==> config.mk <==
export PLATFORM = sky130hd
export DESIGN_NAME = icache_tag_lookup_ctrl_flat
export DESIGN_NICKNAME = d
export VERILOG_FILES = /design/src/rtl/icache_tag_pkg.sv /design/src/rtl/icache_tag_lookup_ctrl_if.sv /design/src/rtl/icache_tag_victim_sel.sv /design/src/rtl/icache_tag_lookup_ctrl.sv /design/src/flat_wrapper.sv
export SDC_FILE = /design/constraint.sdc
export NUM_CORES = 1
export LEC_CHECK = 0
export ABC_CLOCK_PERIOD_IN_PS = 2020
export CORE_ASPECT_RATIO = 0.7
export CORE_MARGIN = 8
export CORE_UTILIZATION = 35
export CTS_BUF_LIST = sky130_fd_sc_hd__clkbuf_4
export CTS_CLUSTER_SIZE = 12
export DETAILED_ROUTE_END_ITERATION = 8
export PLACE_DENSITY = 0.84
export SKIP_CTS_REPAIR_TIMING = 1
export SLEW_MARGIN = 10
export SYNTH_ARGS = -nofsm -noshare
export SYNTH_HDL_FRONTEND = slang
export SYNTH_SLANG_ARGS = --single-unit
==> constraint.sdc <==
create_clock -name clk -period 2.02 [get_ports clk]
set_clock_uncertainty 0.1 [all_clocks]
set_input_delay 0.404 -clock clk [delete_from_list [all_inputs] [get_ports clk]]
set_output_delay 0.404 -clock clk [all_outputs]
set_load 0.02 [all_outputs]
==> src/rtl/icache_tag_pkg.sv <==
// Shared types and helpers for the instruction-cache tag sequencer.
// The state encoding and way-index width are common to the interface, top and victim selector.
package icache_tag_pkg;

  typedef enum logic {
    INIT = 1'b0,
    IDLE = 1'b1
  } tag_state_e;

  // Keeps index vectors at least one bit wide even for degenerate way counts.
  function automatic int way_idx_width(input int nb_ways);
    return (nb_ways > 1) ? $clog2(nb_ways) : 1;
  endfunction

endpackage

==> src/rtl/icache_tag_lookup_ctrl_if.sv <==
// Request-side bundle of the tag sequencer: flush, lookup and refill handshakes.
// Signal names are from the controller's point of view; the fetch unit uses the master modport.
interface icache_tag_lookup_ctrl_if #(
  parameter int NB_WAYS      = 4,
  parameter int SET_ID_WIDTH = 5,
  parameter int TAG_WIDTH    = 9,
  parameter int ADDR_WIDTH   = 32
);
  localparam int WAY_W = icache_tag_pkg::way_idx_width(NB_WAYS);

  logic                    flush_req_i;
  logic                    flush_ack_o;
  logic                    lkp_req_i;
  logic [ADDR_WIDTH-1:0]   lkp_addr_i;
  logic                    lkp_gnt_o;
  logic                    lkp_rvalid_o;
  logic                    lkp_hit_o;
  logic [WAY_W-1:0]        lkp_way_o;
  logic                    refill_req_i;
  logic [WAY_W-1:0]        refill_way_i;
  logic [SET_ID_WIDTH-1:0] refill_set_i;
  logic [TAG_WIDTH-1:0]    refill_tag_i;
  logic                    refill_gnt_o;

  modport master (
    output flush_req_i, lkp_req_i, lkp_addr_i,
    output refill_req_i, refill_way_i, refill_set_i, refill_tag_i,
    input  flush_ack_o, lkp_gnt_o, lkp_rvalid_o, lkp_hit_o, lkp_way_o, refill_gnt_o
  );

  modport slave (
    input  flush_req_i, lkp_req_i, lkp_addr_i,
    input  refill_req_i, refill_way_i, refill_set_i, refill_tag_i,
    output flush_ack_o, lkp_gnt_o, lkp_rvalid_o, lkp_hit_o, lkp_way_o, refill_gnt_o
  );
endinterface

==> src/rtl/icache_tag_victim_sel.sv <==
// Picks the way to replace on a miss: lowest invalid way, otherwise the round-robin pointer.
module icache_tag_victim_sel
  import icache_tag_pkg::*;
#(
  parameter int NB_WAYS = 4,
  localparam int WAY_W  = way_idx_width(NB_WAYS)
) (
  input  logic [NB_WAYS-1:0] valid_i,
  input  logic [WAY_W-1:0]   rr_ptr_i,
  output logic [WAY_W-1:0]   victim_o,
  output logic               all_valid_o
);

  // Scanning downwards leaves the lowest invalid index as the final assignment.
  always_comb begin
    all_valid_o = &valid_i;
    victim_o    = rr_ptr_i;
    for (int i = NB_WAYS - 1; i >= 0; i--) begin
      if (!valid_i[i]) victim_o = WAY_W'(i);
    end
  end

endmodule

==> src/rtl/icache_tag_lookup_ctrl.sv <==
// Tag-array sequencer: invalidation sweeps, lookups with hit compare, victim choice and refill writes.
module icache_tag_lookup_ctrl
  import icache_tag_pkg::*;
#(
  parameter int NB_WAYS      = 4,
  parameter int SET_ID_WIDTH = 5,
  parameter int TAG_WIDTH    = 9,
  parameter int OFFSET_WIDTH = 4,
  parameter int ADDR_WIDTH   = 32
) (
  input  logic                              clk,
  input  logic                              rst,
  icache_tag_lookup_ctrl_if.slave           bus,
  output logic [NB_WAYS-1:0]                tag_req_o,
  output logic                              tag_write_o,
  output logic [SET_ID_WIDTH-1:0]           tag_addr_o,
  output logic [TAG_WIDTH:0]                tag_wdata_o,
  input  logic [NB_WAYS*(TAG_WIDTH+1)-1:0]  tag_rdata_i
);

  localparam int WAY_W = way_idx_width(NB_WAYS);
  localparam logic [SET_ID_WIDTH-1:0] LAST_SET = '1;

  typedef struct packed {
    logic                 valid;
    logic [TAG_WIDTH-1:0] tag;
  } tag_entry_t;

  tag_state_e              state_q, state_d;
  logic [SET_ID_WIDTH-1:0] cnt_q, cnt_d;
  logic                    ack_q, ack_d;
  logic                    rvalid_q;
  logic [TAG_WIDTH-1:0]    tag_q;
  logic [WAY_W-1:0]        rr_q;
  logic                    lkp_gnt, refill_gnt;
  logic [NB_WAYS-1:0]      hits, valids;
  logic [WAY_W-1:0]        hit_way, victim;
  logic                    any_hit, all_valid, rvalid;
  logic                    unused_addr_bits;

  assign unused_addr_bits = ^bus.lkp_addr_i;

  // A flush behaves like the first sweep cycle from either state, so set 0 is written immediately.
  always_comb begin
    state_d     = state_q;
    cnt_d       = cnt_q;
    ack_d       = 1'b0;
    tag_req_o   = '0;
    tag_write_o = 1'b0;
    tag_addr_o  = '0;
    tag_wdata_o = '0;
    lkp_gnt     = 1'b0;
    refill_gnt  = 1'b0;
    if (!rst) begin
      if (bus.flush_req_i) begin
        tag_req_o   = '1;
        tag_write_o = 1'b1;
        cnt_d       = SET_ID_WIDTH'(1);
        state_d     = INIT;
      end else begin
        case (state_q)
          INIT: begin
            tag_req_o   = '1;
            tag_write_o = 1'b1;
            tag_addr_o  = cnt_q;
            cnt_d       = cnt_q + SET_ID_WIDTH'(1);
            if (cnt_q == LAST_SET) begin
              state_d = IDLE;
              ack_d   = 1'b1;
            end
          end
          IDLE: begin
            if (bus.refill_req_i) begin
              refill_gnt  = 1'b1;
              tag_req_o   = NB_WAYS'(1) << bus.refill_way_i;
              tag_write_o = 1'b1;
              tag_addr_o  = bus.refill_set_i;
              tag_wdata_o = {1'b1, bus.refill_tag_i};
            end else if (bus.lkp_req_i) begin
              lkp_gnt    = 1'b1;
              tag_req_o  = '1;
              tag_addr_o = bus.lkp_addr_i[OFFSET_WIDTH +: SET_ID_WIDTH];
            end
          end
          default: state_d = INIT;
        endcase
      end
    end
  end

  always_ff @(posedge clk) begin
    if (rst) begin
      state_q  <= INIT;
      cnt_q    <= '0;
      ack_q    <= 1'b0;
      rvalid_q <= 1'b0;
      tag_q    <= '0;
      rr_q     <= '0;
    end else begin
      state_q  <= state_d;
      cnt_q    <= cnt_d;
      ack_q    <= ack_d;
      rvalid_q <= lkp_gnt;
      if (lkp_gnt) tag_q <= bus.lkp_addr_i[OFFSET_WIDTH+SET_ID_WIDTH +: TAG_WIDTH];
      if (rvalid_q && !any_hit && all_valid) rr_q <= rr_q + WAY_W'(1);
    end
  end

  // Read data arrives the cycle after the grant; lowest hitting way wins.
  always_comb begin
    tag_entry_t entry;
    hit_way = '0;
    for (int w = 0; w < NB_WAYS; w++) begin
      entry     = tag_rdata_i[w*(TAG_WIDTH+1) +: TAG_WIDTH+1];
      valids[w] = entry.valid;
      hits[w]   = entry.valid && (entry.tag == tag_q);
    end
    for (int w = NB_WAYS - 1; w >= 0; w--) begin
      if (hits[w]) hit_way = WAY_W'(w);
    end
  end

  assign any_hit = |hits;

  icache_tag_victim_sel #(.NB_WAYS(NB_WAYS)) u_victim_sel (
    .valid_i     (valids),
    .rr_ptr_i    (rr_q),
    .victim_o    (victim),
    .all_valid_o (all_valid)
  );

  assign rvalid           = rvalid_q && !rst;
  assign bus.lkp_rvalid_o = rvalid;
  assign bus.lkp_hit_o    = rvalid && any_hit;
  assign bus.lkp_way_o    = !rvalid ? '0 : (any_hit ? hit_way : victim);
  assign bus.lkp_gnt_o    = lkp_gnt;
  assign bus.refill_gnt_o = refill_gnt;
  assign bus.flush_ack_o  = ack_q && !rst;

  a_single_hit: assert property (@(posedge clk) disable iff (rst) rvalid_q |-> $onehot0(hits));

endmodule

==> src/flat_wrapper.sv <==
// flat-port wrapper written by rule: the top's interface ports become plain ports
module icache_tag_lookup_ctrl_flat import icache_tag_pkg::*;
#(
  parameter int NB_WAYS      = 4,
  parameter int SET_ID_WIDTH = 5,
  parameter int TAG_WIDTH    = 9,
  parameter int OFFSET_WIDTH = 4,
  parameter int ADDR_WIDTH   = 32
)
  (clk, rst, tag_req_o, tag_write_o, tag_addr_o, tag_wdata_o, tag_rdata_i, bus_flush_req_i, bus_lkp_req_i, bus_lkp_addr_i, bus_refill_req_i, bus_refill_way_i, bus_refill_set_i, bus_refill_tag_i, bus_flush_ack_o, bus_lkp_gnt_o, bus_lkp_rvalid_o, bus_lkp_hit_o, bus_lkp_way_o, bus_refill_gnt_o);
  icache_tag_lookup_ctrl_if #(.NB_WAYS(NB_WAYS), .SET_ID_WIDTH(SET_ID_WIDTH), .TAG_WIDTH(TAG_WIDTH), .ADDR_WIDTH(ADDR_WIDTH)) bus_i ();
  input  logic clk;
  input  logic rst;
  output logic [NB_WAYS-1:0] tag_req_o;
  output logic tag_write_o;
  output logic [SET_ID_WIDTH-1:0] tag_addr_o;
  output logic [TAG_WIDTH:0] tag_wdata_o;
  input  logic [NB_WAYS*(TAG_WIDTH+1)-1:0] tag_rdata_i;
  input wire logic [$bits(bus_i.flush_req_i)-1:0] bus_flush_req_i;
  input wire logic [$bits(bus_i.lkp_req_i)-1:0] bus_lkp_req_i;
  input wire logic [$bits(bus_i.lkp_addr_i)-1:0] bus_lkp_addr_i;
  input wire logic [$bits(bus_i.refill_req_i)-1:0] bus_refill_req_i;
  input wire logic [$bits(bus_i.refill_way_i)-1:0] bus_refill_way_i;
  input wire logic [$bits(bus_i.refill_set_i)-1:0] bus_refill_set_i;
  input wire logic [$bits(bus_i.refill_tag_i)-1:0] bus_refill_tag_i;
  output wire logic [$bits(bus_i.flush_ack_o)-1:0] bus_flush_ack_o;
  output wire logic [$bits(bus_i.lkp_gnt_o)-1:0] bus_lkp_gnt_o;
  output wire logic [$bits(bus_i.lkp_rvalid_o)-1:0] bus_lkp_rvalid_o;
  output wire logic [$bits(bus_i.lkp_hit_o)-1:0] bus_lkp_hit_o;
  output wire logic [$bits(bus_i.lkp_way_o)-1:0] bus_lkp_way_o;
  output wire logic [$bits(bus_i.refill_gnt_o)-1:0] bus_refill_gnt_o;
  assign bus_i.flush_req_i = bus_flush_req_i;
  assign bus_i.lkp_req_i = bus_lkp_req_i;
  assign bus_i.lkp_addr_i = bus_lkp_addr_i;
  assign bus_i.refill_req_i = bus_refill_req_i;
  assign bus_i.refill_way_i = bus_refill_way_i;
  assign bus_i.refill_set_i = bus_refill_set_i;
  assign bus_i.refill_tag_i = bus_refill_tag_i;
  assign bus_flush_ack_o = bus_i.flush_ack_o;
  assign bus_lkp_gnt_o = bus_i.lkp_gnt_o;
  assign bus_lkp_rvalid_o = bus_i.lkp_rvalid_o;
  assign bus_lkp_hit_o = bus_i.lkp_hit_o;
  assign bus_lkp_way_o = bus_i.lkp_way_o;
  assign bus_refill_gnt_o = bus_i.refill_gnt_o;
  icache_tag_lookup_ctrl #(.NB_WAYS(NB_WAYS), .SET_ID_WIDTH(SET_ID_WIDTH), .TAG_WIDTH(TAG_WIDTH), .OFFSET_WIDTH(OFFSET_WIDTH), .ADDR_WIDTH(ADDR_WIDTH)) u_core (.clk(clk), .rst(rst), .bus(bus_i), .tag_req_o(tag_req_o), .tag_write_o(tag_write_o), .tag_addr_o(tag_addr_o), .tag_wdata_o(tag_wdata_o), .tag_rdata_i(tag_rdata_i));
endmodule
==> summary.md, run 1 <==
| Metric | Value |
|---|---|
| Syn Nets | `299` |
| Buf/Inv on CP | `3` |
| Failing checks | `negative setup slack` |
| Antenna violations before repair | `0` |
| Placer's final routability congestion estimate | `0.881` |
| Max Cap Violations | `0` |
| Power density cells | `294 nW/um^2` |
| Synth warn | `0` |
| Reg2reg path depth | `7` |
| Max Fclk | `0.413 GHz` |
| Final worst slack | `-0.404 ns` |
| Fin cells | `371` |
| CTS Sinks | `19` |
| Die Height | `71.5 microns` |
| Setup_tns | `-1.13 ns` |
| Status | `finished with violations` |
| Total number of vias | `1769` |
| Dpl cells | `366` |
| Grt total ovfl | `0` |
| First-pass GRT wire length | `8180 microns` |
| Routed WL | `5680 microns` |
| Vias per cell | `4.77` |
| R2R setup slack | `0.12 ns` |
| Hold path start | `bus_flush_req_i` |
| Port bufs | `101` |
| CTS clock-pin slew for the worst setup and hold paths | `0.10 ns` |
| Post-Synthesis Cells | `204` |
| Reg area | `393 sq um` |
| Avg Cell Area, Syn | `7.56 sq um` |
| HP Class | `in -> reg` |
| Kind of cell adding the most delay to the critical path | `buffers and inverters` |
| Num ports | `120` |
| Crit path arrival time | `1.92 ns` |
| GRT Total Usage | `14.7%` |
| Max-slew violation count | `0` |
| Hold Fails Final Rpt | `0` |
| Maximum level of the CTS H-tree | `1` |
| Fillers | `360` |
| Drt pass-1 iters | `4` |
| Tightest Pin Transition | `0.303 ns` |
| Async set-reset flop share out of synthesis | `0%` |
| Synth Register Bits | `19` |
| Hold EP | `u_core.cnt_q[0]` |
| Number of global-route vias before repair | `1785` |
| Routed len/inst | `15.3 microns` |
| Initial core utilization | `36.1%` |
| Clock tree buffer depth | `2` |
| Crit-path most repeated cell | `buf_4` |
| Crit Reg-Reg Endpoint | `u_core.rr_q[0]` |
| Core ar. | `4280 sq um` |
| Die width | `95.4 microns` |
| Slew headroom | `79.6%` |
| Max incr delay on CP | `0.43 ns` |
| Post-DRT Antenna Nets | `0` |
| WP data required | `1.52 ns` |
| Final Cycle Share | `120%` |
| CP Class | `in -> out` |
| TritonCTS buffer count | `3` |
| Residual DRC | `0` |
| Clk root buf | `clkbuf_4` |
| Clk_lat worst skew | `0.29 ns` |
| CP max FO | `2` |
| Critical Path, Cell by Cell | `clkdlybuf4s50_1, xor2_1, nor4_2, nand4_1, buf_4, nand3_1, nor2_1, buf_4` |
| Largest net degree at the start of global routing | `21` |
| Area of the multi-input gates | `1140 sq um` |
| ANT cells | `0` |
| Crit-path slowest cell | `clkdlybuf4s50_1` |
| R2R Path Start | `u_core.tag_q[3]` |
| CP Launch Type | `input pin` |
| Share of layout cells above drive strength 1 | `21.8%` |
| Area of the mapped netlist | `1540 sq um` |
| Hpwl dp | `4560 microns` |
| Critical path capture point type | `output port` |
| Most common flop cell mapped by yosys | `dfxtp_1` |
| RSZ-0062 raised after global routing | `yes` |
| Die Area | `6820 sq um` |
| Area delta synth->final | `88.2%` |
| Leak | `1.57 nW` |
| Worst IR drop on VDD | `0.147 mV` |
| Minimum clock period | `2.42 ns` |
| CTS tree | `yes` |
| Sequential-to-total area share from yosys stat | `24.7%` |
| Fin nets | `412` |
| DR iter-0 viols | `47` |
| Hold depth | `4` |
| Site Rows | `20` |
| Setup violators final | `3` |
| Post-synth EDFFs | `0` |
| Synth cell types | `35` |
## worst reg2reg max path: stages, from the launching register on
cell	delay, ns
dfxtp_1	0.49
xor2_1	0.24
nor4_2	0.08
nand4_1	0.14
nand4_2	0.14
buf_4	0.17
or3_1	0.34
a21oi_1	0.16
## report_power, final
group          switching (W)  internal, W  total [W]  leakage (nW)
Combinational      0.0000962     0.000180   0.000276          1.39
Clock               0.000108    0.0000901   0.000198        0.0184
Sequential        0.00000337     0.000374   0.000378         0.157
## layout by cell type (no fill, tap or decap), types with 2 or more instances in the layout
cell / instances
dlymetal6s2s_1: 34
nor2_1: 20
a21oi_1: 14
mux2i_1: 2
nor4_2: 4
clkbuf_4: 4
nand3b_1: 2
a211oi_1: 3
clkdlybuf4s50_1: 52
nor2b_1: 3
and2_1: 10
buf_4: 24
buf_6: 5
xor2_2: 2
xnor2_1: 6
or3_1: 2
o21ai_0: 4
nand3_1: 3
nor2b_4: 2
dfxtp_4: 2
clkbuf_2: 9
ha_1: 2
a22oi_1: 4
nand2_1: 29
dfxtp_2: 4
nand4_1: 4
nor4_1: 3
dfxtp_1: 13
xor2_1: 31
## stage by stage
step / setup WS, ns / instance area, sq um / hold slack, ns / total power, W / util [%]
final: -0.404 / 2900 / 0.369 / 0.000852 / 67.8
after global routing: -0.496 / 2900 / 0.391 / 0.000897 / 67.8
after CTS: -0.997 / 2720 / 0.410 / 0.000852 / 63.6
after detailed placement: -1.00 / 2690 / 0.392 / 0.000653 / 62.9
after global placement: -0.981 / 2690 / 0.387 / 0.000647 / 62.9
after floorplan: 0.0324 / 1550 / 0.356 / 0.000461 / -
## cells by family (layout without fill, tap and decap cells)
kind of cell,Yosys count,after routing,share of synthesized area (%)
simple gates,93,93,30.3
xor+xnor,39,39,22.1
compound gates,30,30,11.5
flops,19,19,24.7
buf+inv,19,131,8.51
fa+ha+maj,2,2,1.62
mux,2,2,1.30
## registers in the layout, indices dropped and copies added, names as in the netlist
| name | flops |
|---|---|
| u_core.rr_q | 2 |
| u_core.cnt_q | 5 |
| u_core.ack_q | 1 |
| u_core.state_q | 1 |
| u_core.tag_q | 9 |
| u_core.rvalid_q | 1 |
## metal layers
metal / wire (microns) / up-vias / global-route usage, %
met5: 0 / - / 0
met1: 2350 / 806 / 17.7
met2: 2820 / 58 / 25.1
met3: 437 / 4 / 3.44
li1: - / 901 / -
met4: 72 / 0 / 4.14
## cell type report
cell class / count / share of cell area [%]
Clock buffer: 4 / 1.03
Inverter: 1 / 0.129
Multi-Input combinational cell: 166 / 39.4
Sequential cell: 19 / 13.5
Tap cell: 55 / 2.37
Timing Repair Buffer: 126 / 43.5
## synth_stat cells (2+ instances only)
library cell / number / share of area (%)
or3_1: 2 / 0.81
nand3b_1: 2 / 0.97
nand2_1: 29 / 7.1
nand3_1: 3 / 0.97
mux2i_1: 2 / 1.3
nand4_1: 4 / 1.6
nor2b_1: 5 / 2.0
ha_1: 2 / 1.6
a211oi_1: 4 / 1.9
a21oi_1: 16 / 5.2
xor2_1: 33 / 19
buf_4: 7 / 3.4
xnor2_1: 6 / 3.4
dfxtp_1: 19 / 25
o21ai_0: 4 / 1.3
nor4_1: 8 / 3.2
nor2_1: 22 / 5.4
buf_6: 3 / 2.2
buf_1: 2 / 0.49
clkbuf_1: 4 / 0.97
a22oi_1: 4 / 1.9
and2_1: 10 / 4.1
## how the worst max path moves through the flow
| stage | start | to | cells past startpoint |
|---|---|---|---|
| 2_1_floorplan | u_core.tag_q[6] | bus_lkp_way_o[0] | 7 |
| 3_3_place_gp | tag_rdata_i[36] | bus_lkp_way_o[0] | 8 |
| 3_5_place_dp | tag_rdata_i[34] | bus_lkp_way_o[0] | 8 |
| 4_1_cts | tag_rdata_i[34] | bus_lkp_way_o[0] | 8 |
| 5_1_grt | tag_rdata_i[10] | bus_lkp_way_o[0] | 7 |
| 6_report | tag_rdata_i[4] | bus_lkp_way_o[1] | 8 |
No activity file was read; power rests on OpenSTA's default activity.
==> inputs of run 2 (changes only) <==
Settings changed: ABC_CLOCK_PERIOD_IN_PS 2020 to 2000, CAP_MARGIN set to 20, CORE_UTILIZATION 35 to 32, PLACE_DENSITY 0.84 to 0.79, SYNTH_HIERARCHICAL set to 1.
Clock period 2.02 ns to 2 ns, I/O delays scaled along.
==> run 2 against run 1 <==
The flow still finishes with violations (negative setup slack). Clock power down 9%. Sequential power down 1%. Via count up 5.6%. Worst hold slack better by 0.014 ns. Clock-buffer cell count down 1.
==> summary.md, run 2 <==
| Metric | Value |
|---|---|
| Status | `finished with violations` |
| Failing checks | `negative setup slack` |
| CTS Sinks | `19` |
| Die width | `101 microns` |
| Maximum level of the CTS H-tree | `1` |
| CP max FO | `2` |
| Share of layout cells above drive strength 1 | `28.4%` |
| Yosys top cell by area | `dfxtp_1` |
| NetSw | `0.000220 W` |
| Switching Fraction | `25.4%` |
| DR iter-0 viols | `80` |
| Synth Register Bits | `19` |
| Antenna violations before repair | `0` |
| Final Cycle Share | `118%` |
| Cell internal pwr | `0.000648 W` |
| Sequential power share | `43.1%` |
| Post-Synthesis Cells | `207` |
| RSZ-0062 raised after global routing | `yes` |
| Residual DRC | `0` |
| Leak | `1.63 nW` |
| Post-DRT Antenna Nets | `0` |
| Die Height | `75.3 microns` |
| Minimum clock period | `2.36 ns` |
| Sequential-to-total area share from yosys stat | `23.7%` |
| Placer's final routability congestion estimate | `0.854` |
| Worst IR drop on VDD | `0.189 mV` |
| Site Rows | `21` |
| Crit path arrival time | `1.86 ns` |
| Clk pwr share | `20.9%` |
| Most common flop cell mapped by yosys | `dfxtp_1` |
| Top cell type's share of synthesized area | `23.7%` |
| Die Area | `7580 sq um` |
| Critical path capture point type | `output port` |
| Grt total ovfl | `0` |
| Avg Cell Area, Syn | `7.76 sq um` |
| Most common cell in the synthesized netlist | `xnor2_1` |
| Fillers | `390` |
| Hold Fails Final Rpt | `0` |
| Largest net degree at the start of global routing | `22` |
| HP Class | `in -> reg` |
| Number of global-route vias before repair | `1873` |
| CTS clock-pin slew for the worst setup and hold paths | `0.10 ns` |
| Clk_lat worst skew | `0.28 ns` |
| Port bufs | `101` |
| Synth warn | `6` |
| Synth cell types | `38` |
| Area delta synth->final | `94.3%` |
| CP Launch Type | `input pin` |
| Power density cells | `278 nW/um^2` |
| Max Cap Violations | `0` |
| Clk root buf | `clkbuf_4` |
| Biggest register | `u_core/tag_q` |
| Top flop regs | `u_core/tag_q (9), u_core/cnt_q (5), u_core/rr_q (2)` |
| Top cells by area, synth | `dfxtp_1 24%, xnor2_1 21%, nand2_1 6.1%, nor2_1 4.9%, a21oi_1 4.7%` |
| Fin nets | `420` |
| Setup_tns | `-0.959 ns` |
| Tightest Pin Transition | `0.342 ns` |
| WP data required | `1.50 ns` |
| Syn Nets | `302` |
| Commonest non-fill, non-tap cells in the layout | `47 x dlymetal6s2s_1, 37 x clkdlybuf4s50_1, 31 x buf_4, 27 x xnor2_1, 26 x nand2_1` |
| Slew headroom | `77.1%` |
| Area of the mapped netlist | `1610 sq um` |
| Post-route total power | `0.000868 W` |
| Combinational share of power | `36.0%` |
| Setup violators final | `3` |
| Max incr delay on CP | `0.49 ns` |
| Num ports | `120` |
| First-pass GRT wire length | `9040 microns` |
| Vias per cell | `4.74` |
| Max-slew violation count | `0` |
| Max FFs per register | `9` |
| Post-synth EDFFs | `0` |
| GRT Total Usage | `14.9%` |
| CTS tree | `yes` |
| Max Fclk | `0.423 GHz` |
| TritonCTS buffer count | `3` |
| Critical Path, Cell by Cell | `clkdlybuf4s50_1, xnor2_1, nand4_1, nor3_4, nand2b_4, nor3_1, buf_4` |
| Routed WL | `6290 microns` |
| CP Class | `in -> out` |
| Initial core utilization | `33.4%` |
| Leading cell type in the layout, fill and taps excluded | `dlymetal6s2s_1` |
| Routed len/inst | `16.0 microns` |
| Synth top cells by count | `38 x xnor2_1, 26 x nand2_1, 21 x nor2_1` |
| Crit-path slowest cell | `clkdlybuf4s50_1` |
| Async set-reset flop share out of synthesis | `0%` |
| Drt pass-1 iters | `4` |
| Total number of vias | `1868` |
| Clock tree buffer depth | `2` |
| Core ar. | `4810 sq um` |
| Hpwl dp | `4710 microns` |
| Final worst slack | `-0.365 ns` |
run 2: cell types whose count changed in the layout (fill, tap and decap cells not counted), moves of 4 or more:
cell | previous run | this run
xor2_1 | 31 | 1
xnor2_1 | 6 | 27
clkdlybuf4s50_1 | 52 | 37
dlymetal6s2s_1 | 34 | 47
xnor2_2 | 0 | 11
buf_4 | 24 | 31
dfxtp_4 | 2 | 7
dfxtp_1 | 13 | 9
nor2b_1 | 3 | 7
nor3_4 | 0 | 4
nor4_2 | 4 | 0
run 2: power by group through the flow:
stage / registers, W / logic (W) / clock network [W]
floorplan: 0.000392 / 0.0000868 / 0
global placement: 0.000392 / 0.000284 / 0
detailed placement: 0.000392 / 0.000288 / 0
CTS: 0.000384 / 0.000290 / 0.000194
global route: 0.000375 / 0.000335 / 0.000224
finish: 0.000374 / 0.000313 / 0.000181
run 2: path summary, 6_finish.rpt:
path                   startpoint                to  slack, ns  cells after the start
hold reg to reg   u_core/tag_q[0]   u_core/tag_q[0]       0.43                      2
hold / removal    bus_flush_req_i   u_core/cnt_q[0]       0.38                      4
setup reg to reg  u_core/tag_q[2]    u_core/rr_q[0]       0.06                      7
setup / recovery   tag_rdata_i[3]  bus_lkp_way_o[1]      -0.36                      7
run 2: through the flow:
step,setup WS (ns),area [sq um],util [%],hold slack (ns),cells
after detailed placement,-0.863,2790,58.0,0.393,384
after global routing,-0.509,3120,64.9,0.382,393
after CTS,-0.863,2820,58.6,0.408,388
final,-0.365,3120,64.9,0.384,394
after floorplan,-0.0152,1610,-,0.388,207
after global placement,-0.805,2790,58.0,0.382,384
run 2: final cells by class:
| type | count | area, sq um | area share (%) |
|---|---|---|---|
| Timing Repair Buffer | 130 | 1300 | 41.6 |
| Multi-Input combinational cell | 169 | 1290 | 41.3 |
| Clock buffer | 3 | 22.5 | 0.721 |
| Antenna cell | 1 | 2.50 | 0.0802 |
| Clock inverter | 1 | 5.00 | 0.160 |
| Sequential cell | 19 | 410 | 13.1 |
| Tap cell | 69 | 86.3 | 2.77 |
| Inverter | 2 | 7.51 | 0.240 |
run 2: cells by family (layout without fill, tap and decap cells):
kind of cell	Yosys count	count (layout)	synth area share, %
compound gates	28	28	10.7
xor+xnor	39	39	21.3
fa+ha+maj	2	2	1.56
buf+inv	20	136	7.71
flops	19	19	23.7
mux	3	3	2.18
other cells	0	1	0
simple gates	96	97	32.9
run 2: worst max-delay path: cells and delay by family:
kind | cells | cell delay, ns
xor gates and xnor gates | 1 | 0.14
buffers and inverters | 2 | 0.65
and+or+nand+nor | 4 | 0.67
run 2: routing by layer:
metal,vias to the layer above,global-route usage [%],share of wire (%)
li1,927,-,-
met1,833,18.2,41
met2,102,23.9,45
met3,6,6.83,12
met4,0,2.17,1.1
met5,-,0,0
==> inputs of run 3 (changes only) <==
Settings changed: ABC_CLOCK_PERIOD_IN_PS 2000 to 2650, CORE_UTILIZATION 32 to 35, PLACE_DENSITY 0.79 to 0.83, RECOVER_POWER set to 50, SLEW_MARGIN 10 to unset.
Clock period 2 ns to 2.65 ns, I/O delays scaled along.
==> run 3 against run 2 <==
The flow now finishes without violations. Non-clock buffer count shrank 4. Wire length shrank 9.7%. Sequential share of layout area grew 0.20 points.
==> summary.md, run 3 (synthesis results as in run 2) <==
| Metric | Value |
|---|---|
| Clk_lat worst skew | `0.31 ns` |
| Leak | `1.39 nW` |
| Leading cell type in the layout, fill and taps excluded | `clkdlybuf4s50_1` |
| DR iter-0 viols | `41` |
| Setup_tns | `0 ns` |
| Max-slew violation count | `0` |
| Drt pass-1 iters | `4` |
| Setup violators final | `0` |
| Clock tree buffer depth | `2` |
| Hold Fails Final Rpt | `0` |
| CP Class | `in -> out` |
| CTS tree | `yes` |
| First-pass GRT wire length | `8800 microns` |
| Routed len/inst | `15.2 microns` |
| WP data required | `2.02 ns` |
| Initial core utilization | `36.7%` |
| Placer's final routability congestion estimate | `0.850` |
| Dpl cells | `369` |
| CTS Sinks | `19` |
| CP startpoint | `tag_rdata_i[11]` |
| CP Launch Type | `input pin` |
| Core ar. | `4380 sq um` |
| Slew headroom | `70.3%` |
| Largest net degree at the start of global routing | `22` |
| Crit Reg-Reg Endpoint | `u_core/rr_q[0]` |
| Total number of vias | `1788` |
| Residual DRC | `0` |
| Site Rows | `20` |
| Max Cap Violations | `0` |
| Clk root buf | `clkbuf_4` |
| Max Fclk | `0.382 GHz` |
| Tightest Pin Transition | `0.446 ns` |
| Power density cells | `231 nW/um^2` |
| Hold slack | `0.457 ns` |
| Maximum level of the CTS H-tree | `1` |
| Fin cells | `374` |
| CTS clock-pin slew for the worst setup and hold paths | `0.10 ns` |
| Number of global-route vias before repair | `1734` |
| Post-route total power | `0.000657 W` |
| Vias per cell | `4.78` |
| Critical path capture point type | `output port` |
| Area delta synth->final | `77.3%` |
| Biggest register | `u_core/tag_q` |
| Routed WL | `5680 microns` |
| Final Cycle Share | `98.8%` |
| GRT Total Usage | `15.4%` |
| Max FFs per register | `9` |
| Die Area | `7050 sq um` |
| TritonCTS buffer count | `3` |
| Fin nets | `415` |
| Grt total ovfl | `0` |
| R2R setup slack | `0.61 ns` |
| R2R Path Start | `u_core/tag_q[0]` |
| Post-DRT Antenna Nets | `0` |
| Commonest non-fill, non-tap cells in the layout | `59 x clkdlybuf4s50_1, 34 x xnor2_1, 30 x dlymetal6s2s_1, 26 x nand2_1, 23 x buf_4` |
| Crit path arrival time | `1.99 ns` |
| Critical Path End | `bus_lkp_hit_o` |
| Num ports | `120` |
| Reg2reg path depth | `8` |
| Port bufs | `101` |
| Fillers | `381` |
| Share of layout cells above drive strength 1 | `17.6%` |
| Die width | `97.0 microns` |
| ANT cells | `0` |
| HP Class | `reg -> reg` |
| Worst IR drop on VDD | `0.159 mV` |
| CP max FO | `2` |
| Status | `completed` |
| Top flop regs | `u_core/tag_q (9), u_core/cnt_q (5), u_core/rr_q (2)` |
| Hpwl dp | `4770 microns` |
| RSZ-0062 raised after global routing | `yes` |
| Antenna violations before repair | `1` |
| Minimum clock period | `2.62 ns` |
| Die Height | `72.7 microns` |
## run 3: critical path, cell delays in order
cell             delay, ns
clkdlybuf4s50_1       0.47
xnor2_1               0.12
nand4_1               0.17
nor3_2                0.22
buf_4                 0.16
nor4_4                0.04
nor2b_1               0.12
buf_4                 0.15
## run 3: worst min-delay path by stage
stage | startpoint | endpoint | slack (ns) | cells past startpoint
floorplan | u_core/cnt_q[3] | u_core/cnt_q[3] | 0.39 | 2
global placement | u_core/cnt_q[4] | u_core/cnt_q[4] | 0.42 | 2
detailed placement | u_core/rr_q[1] | u_core/rr_q[1] | 0.43 | 3
CTS | u_core/rr_q[1] | u_core/rr_q[1] | 0.45 | 3
global route | u_core/rvalid_q | u_core/rr_q[0] | 0.49 | 2
finish | u_core/rr_q[1] | u_core/rr_q[1] | 0.46 | 3
## run 3: cell type report
type	instances	area, sq um	area share [%]
inverter	2	7.51	0.264
multi-input combinational	168	1150	40.4
tap	55	68.8	2.42
sequential	19	380	13.4
clock buffer	3	22.5	0.791
clock inverter	1	5.00	0.176
timing repair buffer	126	1210	42.6
## run 3: power by group
part | total, W | internal [W] | switching, W
combinational | 0.000217 | 0.000147 | 0.0000701
sequential | 0.000290 | 0.000288 | 0.00000250
clock | 0.000150 | 0.0000563 | 0.0000938
## run 3: metrics by stage
step	cell area (sq um)	util (%)	setup slack (ns)
finish	2850	65.1	0.0328
global route	2850	65.1	-0.0548
CTS	2780	63.4	-0.450
detailed placement	2750	62.8	-0.457
global placement	2750	62.8	-0.423
floorplan	1610	-	0.351
## run 3: layer usage
metal  share of wire [%]  vias up  GRT usage, %
li1                    -      913             -
met2                  44       68          24.6
met5                0.23        -             0
met4                0.51        2          3.06
met3                 9.3        6          6.81
met1                  46      799          18.7
